### src/rtl/packet_reader_pkg.sv
// -----------------------------------------------------------------------------
// packet_reader_pkg
//   Shared definitions for the per-port packet reader: default flit width and
//   FIFO depth, the controller state encoding, and a small state helper.
//   No ports (package).
// -----------------------------------------------------------------------------
package packet_reader_pkg;

   localparam int TAM_FLIT   = 16;  // flit width in bits
   localparam int TAM_BUFFER = 8;   // input FIFO depth

   // 3-bit state encoding; unused codes fall back to IDLE.
   typedef enum logic [2:0] {
      S_IDLE    = 3'd0,
      S_REQ     = 3'd1,
      S_TX_HDR  = 3'd2,
      S_TX_SIZE = 3'd3,
      S_TX_PAY  = 3'd4
   } state_t;

   // True while the port owns a crossbar connection and streams flits.
   function automatic logic is_tx(input state_t s);
      return (s == S_TX_HDR) || (s == S_TX_SIZE) || (s == S_TX_PAY);
   endfunction

endpackage

### src/rtl/packet_reader.sv
// -----------------------------------------------------------------------------
// packet_reader
//   Per-port forwarding controller sitting on the head of the input FIFO.
//   Latches the header flit, requests a route, then streams header, size and
//   S payload flits to the crossbar under a valid/ack handshake. A flit is
//   pulled from the FIFO in exactly the cycle it is accepted downstream.
//
// Ports
//   clock         in   rising-edge clock
//   reset         in   synchronous, active-high reset
//   fifo_head     in   current FIFO head flit
//   fifo_counter  in   FIFO occupancy
//   fifo_pull     out  pop strobe; the FIFO pops on the next edge
//   h             out  routing request to switch control
//   ack_h         in   routing granted (pulse or level)
//   header        out  latched header flit (target address)
//   data_out      out  flit to crossbar (always the FIFO head)
//   data_av       out  data_out valid
//   data_ack      in   crossbar accepts data_out this cycle
//   sender        out  port owns a connection (grant .. last flit)
// -----------------------------------------------------------------------------
module packet_reader
   import packet_reader_pkg::*;
#(
   parameter int WIDTH = TAM_FLIT,
   parameter int DEPTH = TAM_BUFFER
) (
   input  logic                   clock,
   input  logic                   reset,
   input  logic [WIDTH-1:0]       fifo_head,
   input  logic [$clog2(DEPTH):0] fifo_counter,
   output logic                   fifo_pull,
   output logic                   h,
   input  logic                   ack_h,
   output logic [WIDTH-1:0]       header,
   output logic [WIDTH-1:0]       data_out,
   output logic                   data_av,
   input  logic                   data_ack,
   output logic                   sender
);

   state_t           state, state_next;
   logic [WIDTH-1:0] flits_left, flits_left_next;
   logic [WIDTH-1:0] header_next;
   logic             fifo_has_flit;
   logic             transfer;

   assign fifo_has_flit = (fifo_counter != '0);

   // The crossbar sees the FIFO head directly; validity is qualified by data_av.
   assign data_out = fifo_head;

   // NOTE: registers use non-blocking assignments so every flop samples the
   // pre-edge values regardless of statement order.
   always_ff @(posedge clock) begin
      if (reset) begin
         state      <= S_IDLE;
         header     <= '0;
         flits_left <= '0;
      end else begin
         state      <= state_next;
         header     <= header_next;
         flits_left <= flits_left_next;
      end
   end

   // NOTE: every variable driven here gets a default first, so no branch can
   // leave one unassigned and infer a latch.
   always_comb begin
      state_next      = state;
      header_next     = header;
      flits_left_next = flits_left;
      h               = 1'b0;
      data_av         = 1'b0;
      transfer        = 1'b0;
      fifo_pull       = 1'b0;
      sender          = is_tx(state);

      // Handshake only exists while streaming; an empty FIFO mid-packet simply
      // drops data_av and the state holds until the next flit shows up.
      if (is_tx(state)) begin
         data_av   = fifo_has_flit;
         transfer  = fifo_has_flit & data_ack;
         fifo_pull = transfer;
      end

      case (state)
         S_IDLE: begin
            if (fifo_has_flit) begin
               header_next = fifo_head;
               state_next  = S_REQ;
            end
         end

         S_REQ: begin
            h = 1'b1;
            if (ack_h) state_next = S_TX_HDR;
         end

         S_TX_HDR: begin
            if (transfer) state_next = S_TX_SIZE;
         end

         S_TX_SIZE: begin
            if (transfer) begin
               flits_left_next = fifo_head;
               // A zero-size packet ends with its size flit.
               state_next      = (fifo_head == '0) ? S_IDLE : S_TX_PAY;
            end
         end

         S_TX_PAY: begin
            if (transfer) begin
               // TX_PAY is only entered with a non-zero count; the guard keeps
               // the counter from wrapping even if that were ever violated.
               if (flits_left != '0) flits_left_next = flits_left - WIDTH'(1);
               if (flits_left <= WIDTH'(1)) state_next = S_IDLE;
            end
         end

         default: state_next = S_IDLE;
      endcase
   end

endmodule

### config.mk
export PLATFORM = sky130hd
export DESIGN_NAME = packet_reader
export DESIGN_NICKNAME = d
export VERILOG_FILES = /design/src/rtl/packet_reader_pkg.sv /design/src/rtl/packet_reader.sv
export SDC_FILE = /design/constraint.sdc
export NUM_CORES = 1
export LEC_CHECK = 0
export CAP_MARGIN = 20
export CORE_MARGIN = 2
export CORE_UTILIZATION = 34
export CTS_CLUSTER_SIZE = 8
export DETAILED_ROUTE_END_ITERATION = 6
export REMOVE_ABC_BUFFERS = 1
export SYNTH_ARGS = -nofsm -noshare
export SYNTH_HDL_FRONTEND = slang
export SYNTH_SLANG_ARGS = --single-unit
### constraint.sdc
create_clock -name clock -period 2.55 [get_ports clock]
set_input_delay 0.51 -clock clock [delete_from_list [all_inputs] [get_ports clock]]
set_output_delay 0.51 -clock clock [all_outputs]
set_load 0.05 [all_outputs]
; ---- Yosys cells after proc, flatten, opt, wreduce, memory -nomap -nowiden
; Index checks and enable logic that the tools add are counted.
[op_classes]
n_mux = 15
reduce_logical = 10
eq_ne = 11
n_bitwise = 1
n_lt_le_gt_ge = 1
addsub = 1
[op_table]
columns = cell, count
row1 = 16-bit 2-to-1 mux, 3
row2 = 16-bit case mux with 2 select lines, 1
row3 = 3-bit 2-to-1 mux, 7
row4 = "16-bit by 1-bit <= comparator with 1-bit output, second input constant", 1
row5 = 16-bit zero test, 1
row6 = 16-bit nonzero test, 1
row7 = "16-bit by 1-bit subtractor with 16-bit output, second input constant", 1
row8 = 3-bit case mux with 5 select lines, 1
row9 = "2-bit != test, second input constant", 5
row10 = "3-bit by 2-bit equality test with 1-bit output, second input constant", 2
row11 = 6-bit AND reduction, 1
row12 = "2-bit by 1-bit != test with 1-bit output, second input constant", 2
row13 = 4-bit AND reduction, 1
row14 = 4-bit nonzero test, 1
row15 = "3-bit by 1-bit equality test with 1-bit output, second input constant", 1
row16 = "3-bit equality test, second input constant", 1
row17 = 3-bit zero test, 1
row18 = 1-bit 2-to-1 mux, 3
row19 = 1-bit logical OR, 2
row20 = 2-bit AND reduction, 1
row21 = 2-bit nonzero test, 1
row22 = 1-bit bitwise AND, 1
[word_totals]
output_inout_bits = 36
wordCells = 42
inputBits = 24
register_bits = 35

; ---- Logic depth before layout (Yosys ltp)
[logic_depth]
word_depth = 6
mapped_depth = 8
mapped_depth_nobuf = 7

; ---- Worst setup path before layout
; Ideal clock, no wire load.
[synth_timing]
path_type = register to output
start = register state[0]
end = output port h
setup_slack_ns = 0.287
arrival_ns = 1.753
required_ns = 2.040
n_path_buf = 1
stages_incl_launch_ff = 3
cell_sequence = dfxtp_1 -> clkbuf_1 -> nor3b_1
[synth_between]
elab_chain_cells = 2
[synth_lines]
columns = item, line_no
row1 = from (decl), packet_reader.sv:42  ; state_t state, state_next;
row2 = from (signal assigned), packet_reader.sv:61  ; state <= state_next;
row3 = 3-bit by 1-bit equality test with 1-bit output, packet_reader.sv:87  ; case (state)
row4 = 1-bit 2-to-1 mux, packet_reader.sv:87
row5 = to (decl), packet_reader.sv:33  ; output logic h,
; No other way between the ends.

; ---- Final worst setup path
; Ends and elaborated chain as after synthesis.

==> flow_summary.toml <==
[status]
status = "completed"

[yosys]
synthCells = 260
synth-warning-count = 0
synth_area_um2 = 2020
synth.avg_cell_area_um2 = 7.77
ys_dominant_reg_cell = "dfxtp_1"
synth_edf_count = 0
synth_commonest_cells = "dfxtp_1 (35), nor2_1 (34), a21oi_1 (33), nand2_1 (22)"
yosysMostFrequentCell = "dfxtp_1"
ys_top_cells_by_area = "dfxtp_1 (35%), a21oi_1 (8.2%), mux2i_1 (7.4%)"
yosys.cell_types.count = 42
synth-seq-cells = 35
synth_top_cell_area_share_pct = 34.7
yosys.area.top_type = "dfxtp_1"
ys_seq_area_share_pct = 34.7
async_flop_share_pct = 0

[critical_path]
end_kind = "primary output"
cp_cell_sequence = "nor3b_1, clkdlybuf4s50_1"
slowest_stage = "clkdlybuf4s50_1"
reg2regPathDepth = 5
path_class = "flop to primary output"
worst_setup_path_start_kind = "flop"
r2r_slack_ns = 0.48
crit_path_max_incr_delay_ns = 0.84
crit_required_ns = 2.04
arrival_ns = 1.89
worstPathMaxFanout = 11
r2r-start = "state[2]"
r2r-end = "flits_left[1]"

[die]
die_y_um = 81.1
ios = 60
die_width_um = 81.1
rows = 28
die-area_um2 = 6570
initial_core_util_pct = 34.7
core-area_um2 = 5820

[clock_tree]
htree_num_levels = 2
cts_tree = "built"
cts_resized = 0
clockBufferDepth = 2
clkTransAtPathRegs_ns = 0.07
root_buffer = "clkbuf_8"
clkLatencyLatePin_ns = 0.29
clock-sinks = 35
hold_buffers = 0
post-cts-setup-buffers = 0
numCtsBuffers = 5

[power_and_ir_drop]
peakVddDrop_mv = 0.689
p_leak_nw = 1.05
power.density_nw_per_um2 = 940

[place]
io_buffers = 59
dp_hpwl_mm = 3.99
dpl_cell_area_um2 = 2560
gp_congestion = 0.814

[routing]
highest_layer = "met4"
dr.pass1.iters = 4
drt-total-wl_mm = 5.47
drc = 0
route.layer.met1.wl_mm = 2.42
via_count = 1972
met2_wirelength_mm = 2.65
wl_per_cell_um = 14.5
ant_nets = 0
drtIter0Drc = 125
met3_wirelength_um = 276
vias_per_cell = 5.22

[global_route]
track_usage_pct = 17.5
grt_max_degree = 26
antenna_found_initial = 0
grt_first_pass_wirelength_mm = 8.81
overflow = 0
first_global_vias = 1840

[timing]
worst_pin_slew_ns = 0.692
final.setup.tns_ns = 0
rsz0062_at_grt = "no"
period_share_pct = 94.0
relSlewSlack_pct = 53.8
max_freq_mhz = 417
setup_viol_count_final = 0
hold_viol_final = 0
maxSlewViolCount = 0
period_needed_ns = 2.40
skew_ns = 0.00151

[hold_path]
whs_endpoint = "flits_left[13]"
min_from = "flits_left[13]"
min_path_cells = 2
hold_path.class = "flop to flop"

[cells_and_area]
final_util_pct = 45.8
final_nets = 330
filler_cell_count = 616
fin_area_um2 = 2660
insertedDiodeCount = 0
drive_gt1_share_pct = 12.9
area.growth.synth_to_final_pct = 31.9

[job]
cap_violations = 0
-- per-stage QoR --
step	instances	setup slack, ns	power [mW]	hold slack, ns
6_report	378	0.152	2.51	0.493
5_1_grt	378	0.0796	2.66	0.507
4_1_cts	378	0.139	2.53	0.498
3_5_place_dp	371	0.222	2.04	0.483
3_3_place_gp	371	0.279	2.03	0.466
2_1_floorplan	228	0.315	1.53	0.448
-- where the power goes --
group | internal [mW] | switching, mW
clock network | 0.287 | 0.201
logic | 0.508 | 0.789
registers | 0.641 | 0.0789
-- final cells by class --
| type | instances | area, um2 | share of cell area, % |
|---|---|---|---|
| Multi-Input combinational cell | 185 | 1100 | 41.3 |
| Sequential cell | 35 | 701 | 26.3 |
| Timing Repair Buffer | 68 | 636 | 23.9 |
| Tap cell | 75 | 93.8 | 3.52 |
| Clock buffer | 6 | 72.6 | 2.72 |
| Clock inverter | 1 | 30.0 | 1.13 |
| Inverter | 8 | 30.0 | 1.13 |
-- flip-flops by register name (all words and copies together) (netlist names) --
| name | count |
|---|---|
| flits_left | 16 |
| state | 3 |
| header | 16 |
-- kinds of logic (layout without fill, tap and decap cells) --
group           after synthesis  count (layout)  share of synthesized area, %
mux                          16              16                          7.99
fa+ha+maj                     3               3                          1.86
flops                        35              35                          34.7
simple gates                 97              97                          24.8
buf+inv                      40              83                          10.8
compound gates               69              69                          19.9
-- layout by cell type, fill, tap and decap left out, types with 2 or more instances in the layout --
cell type	n
or4_1	3
o21ai_1	2
buf_12	2
nand2_1	22
dfxtp_1	35
nor3_1	4
o21ai_0	16
o41ai_1	2
nor2_1	34
clkdlybuf4s50_1	40
nor4_1	8
a21oi_1	33
ha_1	3
a21o_1	4
inv_1	8
mux2i_1	15
nand3_1	6
o32ai_1	2
o31ai_1	2
buf_4	26
clkbuf_8	5
o211ai_1	2
nand4_1	2
o21a_1	2
nand2b_1	3
nor3b_1	2
or3_1	3
-- layer usage --
| layer | global-route usage, % | up-vias |
|---|---|---|
| li1 | - | 991 |
| met1 | 21.1 | 915 |
| met2 | 30.7 | 54 |
| met3 | 3.22 | 12 |
| met4 | 6.61 | 0 |
| met5 | 0 | - |
-- how the worst max path moves through the flow --
| stage | start | endpoint | cells past startpoint |
|---|---|---|---|
| after floorplan | state[1] | flits_left[10] | 5 |
| after global placement | fifo_counter[1] | flits_left[4] | 8 |
| after global routing | state[0] | h | 2 |
| after detailed placement | fifo_counter[1] | state[2] | 6 |
| after CTS | state[0] | h | 2 |
| final | state[0] | h | 2 |
-- critical path: cells and delay by family (launching register included) --
kind | cells | cell delay, ns
buf+inv | 1 | 0.84
flops | 1 | 0.50
simple gates | 1 | 0.26
No activity file was read; power rests on OpenSTA's default activity.
